`src/rtl/gestor_carga_baterias.sv`:
```
// ---------------------------------------------------------------------------
// gestor_carga_baterias
//
// Drives the writer side of the two 4-bit battery-charge buses read by the
// charge-level monitor. It holds the charge of two batteries and simulates
// them over time: charging from an external charger, discharging under load,
// and balancing the pair. Each step lands every PASO_TICKS clocks. Charging
// always fills the emptier battery. Discharging always drains the fuller one.
//
// Ports:
//   clk            - system clock, rising edge
//   rst_n          - asynchronous active-low reset
//   cargar         - charger connected (level); has priority over consumo
//   consumo        - load active (level)
//   carga_bateria1 - battery 1 charge register
//   carga_bateria2 - battery 2 charge register
//   estado         - 0=REPOSO, 1=CARGANDO, 2=DESCARGANDO, 3=AGOTADO
//   llena          - both batteries at CARGA_MAX
//   vacia          - both batteries at 0
//   actualizado    - registered pulse, high in the cycle a new charge appears
// ---------------------------------------------------------------------------
module gestor_carga_baterias #(
    parameter int CARGA_MAX  = 15,
    parameter int CARGA_INI  = 15,
    parameter int PASO_TICKS = 4
) (
    input  logic       clk,
    input  logic       rst_n,
    input  logic       cargar,
    input  logic       consumo,
    output logic [3:0] carga_bateria1,
    output logic [3:0] carga_bateria2,
    output logic [1:0] estado,
    output logic       llena,
    output logic       vacia,
    output logic       actualizado
);

    localparam int              TW        = $clog2(PASO_TICKS) + 1;
    localparam logic [3:0]      MAX4      = 4'(CARGA_MAX);
    localparam logic [3:0]      INI4      = 4'(CARGA_INI);
    localparam logic [TW-1:0]   TICK_LAST = TW'(PASO_TICKS - 1);

    typedef enum logic [1:0] {
        REPOSO      = 2'd0,
        CARGANDO    = 2'd1,
        DESCARGANDO = 2'd2,
        AGOTADO     = 2'd3
    } estado_t;

    estado_t       state, state_next;
    logic [TW-1:0] tick, tick_next;
    logic [3:0]    c1_next, c2_next;
    logic          paso;

    // Status flags are decoded straight from the charge registers.
    assign llena  = (carga_bateria1 == MAX4) && (carga_bateria2 == MAX4);
    assign vacia  = (carga_bateria1 == 4'd0) && (carga_bateria2 == 4'd0);
    assign estado = state;
    assign paso   = (tick == TICK_LAST);

    // Next-state, tick counter and charge update logic.
    // Explicit transitions (from cargar/consumo) take priority over a step.
    // When one fires, it cancels the step on that edge. The only transition
    // that coexists with a step is DESCARGANDO -> AGOTADO. That transition
    // happens on the edge where the step empties the last unit.
    always_comb begin
        state_next = state;
        tick_next  = tick;
        c1_next    = carga_bateria1;
        c2_next    = carga_bateria2;

        case (state)
            REPOSO: begin
                if (cargar)
                    state_next = CARGANDO;
                else if (consumo)
                    state_next = vacia ? AGOTADO : DESCARGANDO;
            end

            CARGANDO: begin
                if (!cargar) begin
                    if (consumo)
                        state_next = vacia ? AGOTADO : DESCARGANDO;
                    else
                        state_next = REPOSO;
                end else if (!paso) begin
                    tick_next = tick + 1'b1;
                end else begin
                    tick_next = '0;
                    // The lower battery is charged; on a tie, battery 1.
                    // A battery that is already full hands the step to
                    // the other battery.
                    if (!llena) begin
                        if (carga_bateria1 <= carga_bateria2) begin
                            if (carga_bateria1 < MAX4)
                                c1_next = carga_bateria1 + 4'd1;
                            else if (carga_bateria2 < MAX4)
                                c2_next = carga_bateria2 + 4'd1;
                        end else begin
                            if (carga_bateria2 < MAX4)
                                c2_next = carga_bateria2 + 4'd1;
                            else if (carga_bateria1 < MAX4)
                                c1_next = carga_bateria1 + 4'd1;
                        end
                    end
                end
            end

            DESCARGANDO: begin
                if (cargar) begin
                    state_next = CARGANDO;
                end else if (!consumo) begin
                    state_next = REPOSO;
                end else if (!paso) begin
                    tick_next = tick + 1'b1;
                end else begin
                    tick_next = '0;
                    // The higher battery is drained; on a tie, battery 1.
                    // Both decrements saturate at zero.
                    if (carga_bateria1 >= carga_bateria2) begin
                        if (carga_bateria1 != 4'd0)
                            c1_next = carga_bateria1 - 4'd1;
                    end else if (carga_bateria2 != 4'd0) begin
                        c2_next = carga_bateria2 - 4'd1;
                    end
                    if ((c1_next == 4'd0) && (c2_next == 4'd0))
                        state_next = AGOTADO;
                end
            end

            AGOTADO: begin
                if (cargar)
                    state_next = CARGANDO;
            end

            default: state_next = REPOSO;
        endcase

        // Every state change restarts step timing from zero.
        if (state_next != state)
            tick_next = '0;
    end

    // State, tick counter and charge registers, plus the update strobe.
    // The strobe is high whenever either charge register changes value.
    always_ff @(posedge clk or negedge rst_n) begin
        if (!rst_n) begin
            state          <= REPOSO;
            tick           <= '0;
            carga_bateria1 <= INI4;
            carga_bateria2 <= INI4;
            actualizado    <= 1'b0;
        end else begin
            state          <= state_next;
            tick           <= tick_next;
            carga_bateria1 <= c1_next;
            carga_bateria2 <= c2_next;
            actualizado    <= (c1_next != carga_bateria1) ||
                              (c2_next != carga_bateria2);
        end
    end

endmodule

```
`config.mk`:
```
export PLATFORM = sky130hd
export DESIGN_NAME = gestor_carga_baterias
export DESIGN_NICKNAME = d
export VERILOG_FILES = /design/src/rtl/gestor_carga_baterias.sv
export SDC_FILE = /design/constraint.sdc
export NUM_CORES = 1
export LEC_CHECK = 0
export CAP_MARGIN = 10
export CORE_MARGIN = 8
export CORE_UTILIZATION = 65
export DETAILED_ROUTE_END_ITERATION = 8
export DONT_BUFFER_PORTS = 1
export PLACE_DENSITY = 0.81
export RECOVER_POWER = 25
export SYNTH_ARGS = -nofsm -noshare
export SYNTH_HDL_FRONTEND = slang
export SYNTH_SLANG_ARGS = --single-unit
```
`constraint.sdc`:
```
create_clock -name clk -period 4.1 [get_ports clk]
set_clock_uncertainty 0.1 [all_clocks]
set_input_delay 1.23 -clock clk [delete_from_list [all_inputs] [get_ports clk]]
set_output_delay 1.23 -clock clk [all_outputs]
set_load 0.03 [all_outputs]
```
==> impl_results.md, run 1 <==
* Vias in the first global route at 1,926
* Yosys cell types at 69
* Yosys top cell area share at 0.104
* Die width at 71.9 um
* Layout Area Growth over Synthesis at -1.97%
* CP max stage cell: dfstp_2
* Yosys warnings at 0
* Starting DRT DRC Count at 307
* Fraction of registers with async set/reset at 1.00
* CTS H-tree lvls at 1
* Pre-CTS setup slack at 800 ps
* GRT Total Usage at 0.230
* Sequential group share of total power at 0.236
* EDFF count, synth at 0
* Clk Latency, worst-skew pair at 300 ps
* Post_cts resized at 0
* Sw frac at 0.579
* Final hold vios at 0
* Final TNS setup at 0 ps
* DIE AREA at 5170 um2
* Vert. Die Dim at 71.9 um
* Syn Std Cell Area at 2030 um2
* Setup WS post-layout at 504 ps
* TritonCTS clock tree: done
* Critical path startpoint category: flop
* Leakage at 0.000722 uW
* Max clock buf depth at 2
* Final Max Tran Viols at 0
* TritonRoute pass-1 iters at 5
* Vias at 2,095
* Sw Pwr at 719 uW
* Rel. slew slack at 0.489
* Post-synth net total at 289
* CTS sink count at 14
* Via density at 7.27
* Register area share after synthesis at 0.178
* CP Capture Type: output port
* Outcome: completed
* Tcrit/Tclk final at 0.877
* Clk Tree Root Cell: clkbuf_4
* CP arrival at 2270 ps
* Reg area at 360 um2
* Layout cells sized above 1 at 0.114
* Slowest stage delay, CP at 790 ps
* Crit-path leading delay family: simple AND/OR/NAND/NOR gates
* CTS buffer count at 3
* Crit-path cells: ha_1 > nand3_1 > nor2_1
* Wire length per cell at 20.0 um
* VDD IR max at 0.567 mV
* CTS Hold Bufs at 0
* Cell Rows at 20
* Main synth FF type: dfstp_2
* Grt total ovfl at 0
* Clk slew on worst S/H paths at 100 ps
* Ant. Diodes at 0
* PwrDens at 624 nW/um2
* Post-DRT Antenna Nets at 0
* RSZ-0062 raised after global routing: false
* Routability-driven placement congestion ratio at 0.955
* DRC viols at 0
* Final net count at 273
* Fin crit period at 3600 ps
* Combinational share of power at 0.690
* Routed wire length at 5.76 mm
* Largest net degree at the start of global routing at 22
* I/O Pins at 17
* Half-perimeter wire length after placement at 4.10 mm
* Post-CTS Setup Repair Bufs at 0
* Initial antenna violation count at 0
* Core area at 3000 um2
* Initial Util at 0.676
* Fmax at 278 MHz
* Critical path peak fanout at 12
* Slew @ Worst Pin at 766 ps
* Port Buf Inserts at 0
* Core Util, Final at 0.663
* #FFs+latches synth at 14
* Setup-failing EPs final at 0
* Largest cells by area after synthesis: dfstp_2, ha_1, dfrtp_1
* Worst Path Buf+Inv at 0
* WS Path Type: reg2out
* Worst hold path type: reg2reg
* Cell Int Power at 523 uW
* Clock power frac at 0.074
* Fill count at 268
* Avg Cell Area, Syn at 7.46 um2
* Max Cap Violations at 0
* Global-route wire length before repair at 9.65 mm
* Multi-input logic area at 1470 um2
* Leading area contributor after synthesis: dfstp_2
* Hold_ws at 450 ps
* Cells after Synth at 272
* Worst path required time at 2770 ps
-- cells by family after synthesis --
logic type,Yosys count,share of synthesized area
compound gates,97,0.355
simple gates,97,0.249
flops,14,0.178
buf+inv,43,0.0974
mux,8,0.0407
fa+ha+maj,13,0.0801
-- path summary, 6_finish.rpt --
check	depth (start not counted)	slack [ps]	to	startpoint
setup / recovery	3	500	llena	carga_bateria1[1]$_DFF_PN1_
hold / removal	2	450	tick[2]$_DFFE_PN0P_	tick[2]$_DFFE_PN0P_
setup reg to reg	9	730	actualizado$_DFF_PN0_	carga_bateria2[3]$_DFF_PN1_
hold reg to reg	2	450	tick[2]$_DFFE_PN0P_	tick[2]$_DFFE_PN0P_
max in group asynchronous	0	3220	carga_bateria2[1]$_DFF_PN1_	rst_n
min in group asynchronous	0	510	tick[2]$_DFFE_PN0P_	rst_n
-- power groups by stage --
stage	Combinational [uW]	Clock [uW]	Sequential [uW]
3_3_place_gp	822	0	294
4_1_cts	832	95.6	291
5_1_grt	934	99.9	302
3_5_place_dp	828	0	294
2_1_floorplan	700	0	250
6_report	858	92.0	293
-- Yosys cell counts (3+ instances only) --
cell type,number
nor3_1,8
nand3_1,15
o22ai_1,4
nand2_1,24
mux2i_1,6
ha_1,13
nand4_1,5
nor2_1,21
o31ai_1,3
inv_1,19
o21ai_0,13
clkbuf_1,10
nor2b_1,6
o221ai_1,5
a31oi_1,7
a21oi_1,21
buf_2,9
dfstp_2,8
o211ai_1,4
dfrtp_1,6
-- final cells by class --
class,count,area share
multi-input combinational,215,0.740
sequential,14,0.181
inverter,20,0.0377
tap,33,0.0208
clock buffer,4,0.0132
timing repair buffer,2,0.00755
-- placed cells by master, fill, tap and decap left out, types with 7 or more instances in the layout --
| cell | count |
|---|---|
| a21oi_1 | 21 |
| a31oi_1 | 7 |
| dfstp_2 | 8 |
| ha_1 | 13 |
| inv_1 | 19 |
| nand2_1 | 24 |
| nand3_1 | 15 |
| nor2_1 | 21 |
| nor3_1 | 8 |
| o21ai_0 | 13 |
-- per-stage QoR --
step	instances	area [um2]	power, uW
final	288	1990	1240
after global routing	288	1990	1340
after CTS	288	1990	1220
after detailed placement	284	1960	1120
after global placement	284	1960	1120
after floorplan	272	2030	950
-- tightest hold or removal path: stages, from the launching register on --
cell	delay, ps
dfrtp_1	410
inv_1	60
a2111oi_0	50
-- state kept, by name (all words and copies together), names as in the netlist --
name,flops
carga_bateria2,4
estado,2
actualizado,1
carga_bateria1,4
tick,3
-- per-layer routing --
metal / vias up / GRT usage / routed length, um
met5: - / 0 / 0
met1: 964 / 0.311 / 2480
li1: 992 / - / -
met3: 21 / 0.0488 / 521
met4: 0 / 0.0975 / 191
met2: 118 / 0.342 / 2560
Power figures use the tool's default switching activity.
==> run 2: changes to the inputs <==
==> constraint.sdc (replaced) <==
create_clock -name clk -period 4.5 [get_ports clk]
set_clock_uncertainty 0.1 [all_clocks]
set_input_delay 1.35 -clock clk [delete_from_list [all_inputs] [get_ports clk]]
set_output_delay 1.35 -clock clk [all_outputs]
set_load 0.03 [all_outputs]
==> run 2 against run 1 <==
Effect of this change:
- design area up 0.13%
- setup slack improved by 330 ps
- non-clock buffer count is 1 lower
- count of clock-buffer cells in the layout stayed put
- wire length down 0.42%
- worst hold slack improved by 2.8 ps
- final cell count is 0.35% lower
- power shrank 8.6%
- utilization is 0.083 points higher
- combinational power fell by 11%
- register-to-register slack better by 390 ps
- highest routed layer unchanged
- critical path type unchanged
==> impl_results.md, run 2 (synthesis results as in run 1) <==
* Fin crit period at 3660 ps
* Initial Util at 0.676 (unchanged)
* Clk Tree Root Cell: clkbuf_4 (unchanged)
* Post-CTS Setup Repair Bufs at 0 (unchanged)
* Total power at 1140 uW (was 1240 uW)
* Setup-failing EPs final at 0 (unchanged)
* Die width at 71.9 um (unchanged)
* Critical path peak fanout at 12 (unchanged)
* Port Buf Inserts at 0 (unchanged)
* Most frequent cells in the layout: nand2_1, nor2_1, a21oi_1 (unchanged)
* RSZ-0062 raised after global routing: false (unchanged)
* Outcome: completed (unchanged)
* Slew @ Worst Pin at 794 ps (was 766 ps)
* Worst hold path type: reg2reg (unchanged)
* Worst path required time at 3050 ps (was 2770 ps)
* Layout cells sized above 1 at 0.114 (about the same)
* Routability-driven placement congestion ratio at 0.989 (was 0.955)
* Half-perimeter wire length after placement at 4.00 mm (was 4.10 mm)
* CTS H-tree lvls at 1 (unchanged)
* Ant. Diodes at 0 (unchanged)
* VDD IR max at 0.336 mV (was 0.567 mV)
* Critical path startpoint category: flop (unchanged)
* WS Path Type: reg2out (unchanged)
* Leakage at 0.000723 uW (was 0.000722 uW)
* Final net count at 272 (was 273)
* Initial antenna violation count at 0 (unchanged)
* Largest net degree at the start of global routing at 25 (was 22)
* Fmax at 273 MHz
* Grt total ovfl at 0 (unchanged)
* CTS sink count at 14 (unchanged)
* Routed wire length at 5.73 mm (was 5.76 mm)
* Final hold vios at 0 (unchanged)
* Vias at 2,087 (was 2,095)
* DRC viols at 0 (unchanged)
* CP arrival at 2210 ps (was 2270 ps)
* Largest registers: carga_bateria1 x4, carga_bateria2 x4, tick x3 (unchanged)
* Reg2Reg Setup Slack at 1120 ps (was 730 ps)
* Wire length per cell at 20.0 um (about the same)
* Final Max Tran Viols at 0 (unchanged)
* Post_cts resized at 0 (unchanged)
* Starting DRT DRC Count at 233 (was 307)
* Most common cell after layout, fill and taps aside: nand2_1 (unchanged)
* Vias in the first global route at 1,892 (was 1,926)
* Layout Area Growth over Synthesis at -1.85% (was -1.97%)
* CP Capture Type: output port (unchanged)
* Rel. slew slack at 0.471 (was 0.489)
* Clk Latency, worst-skew pair at 300 ps (about the same)
* Tcrit/Tclk final at 0.814
* Max Cap Violations at 0 (unchanged)
* Clk slew on worst S/H paths at 100 ps (about the same)
* Core area at 3000 um2 (unchanged)
* CTS Hold Bufs at 0 (unchanged)
* CTS buffer count at 3 (unchanged)
* Global-route wire length before repair at 9.34 mm (was 9.65 mm)
* I/O Pins at 17 (unchanged)
* PwrDens at 570 nW/um2 (was 624 nW/um2)
* TritonRoute pass-1 iters at 5 (unchanged)
* Final TNS setup at 0 ps (unchanged)
* Via density at 7.27 (about the same)
* Cell Rows at 20 (unchanged)
* DIE AREA at 5170 um2 (unchanged)
* Vert. Die Dim at 71.9 um (unchanged)
* Max clock buf depth at 2 (unchanged)
* TritonCTS clock tree: done (unchanged)
* GRT Total Usage at 0.224 (was 0.230)
* Post-DRT Antenna Nets at 0 (unchanged)
==> run 2: cell types whose count changed in the layout (fill, tap and decap cells not counted), sizes merged <==
cell  change
buf       -1
==> run 2: stage by stage <==
stage,area [um2],utilization,instances,hold slack (ps),setup WS [ps]
2_1_floorplan,2030,-,272,402,1270
3_3_place_gp,1960,0.651,283,423,1200
3_5_place_dp,1960,0.651,283,436,1180
4_1_cts,1990,0.663,287,459,855
5_1_grt,1990,0.663,287,512,748
6_report,1990,0.663,287,453,837
==> run 2: final cells by class <==
class	count	area, um2
Tap cell	33	41.3
Sequential cell	14	360
Multi-Input combinational cell	215	1470
Inverter	20	75.1
Timing Repair Buffer	1	7.51
Clock buffer	4	36.3
Fill cell	269	1010
==> run 2: critical path, stage by stage, from the launching register on <==
cell and delay, ps:
dfstp_2 500, inv_1 200, ha_1 300, or3b_1 500
nor2_2 400
==> run 2: path summary, 6_finish.rpt <==
| path | cells after the start | startpoint | end |
|---|---|---|---|
| max reg2reg | 9 | carga_bateria2[3]$_DFF_PN1_ | actualizado$_DFF_PN0_ |
| min | 2 | tick[1]$_DFFE_PN0P_ | tick[1]$_DFFE_PN0P_ |
| min reg2reg | 2 | tick[1]$_DFFE_PN0P_ | tick[1]$_DFFE_PN0P_ |
| max | 4 | carga_bateria1[1]$_DFF_PN1_ | vacia |
| max in group asynchronous | 0 | rst_n | carga_bateria2[2]$_DFF_PN1_ |
| min in group asynchronous | 0 | rst_n | actualizado$_DFF_PN0_ |
==> run 2: routing by layer <==
metal | vias up | track usage | wire [um]
li1 | 993 | - | -
met1 | 946 | 0.286 | 2370
met2 | 127 | 0.369 | 2600
met3 | 21 | 0.0293 | 595
met4 | 0 | 0.0907 | 163
met5 | - | 0 | 0
==> run 2: report_power, final <==
part	switching [uW]	total, uW	leakage (uW)	internal, uW
combinational	494	766	0.000541	272
clock	51.7	101	0.0000210	49.4
sequential	106	268	0.000162	162
total	652	1140	0.000723	483
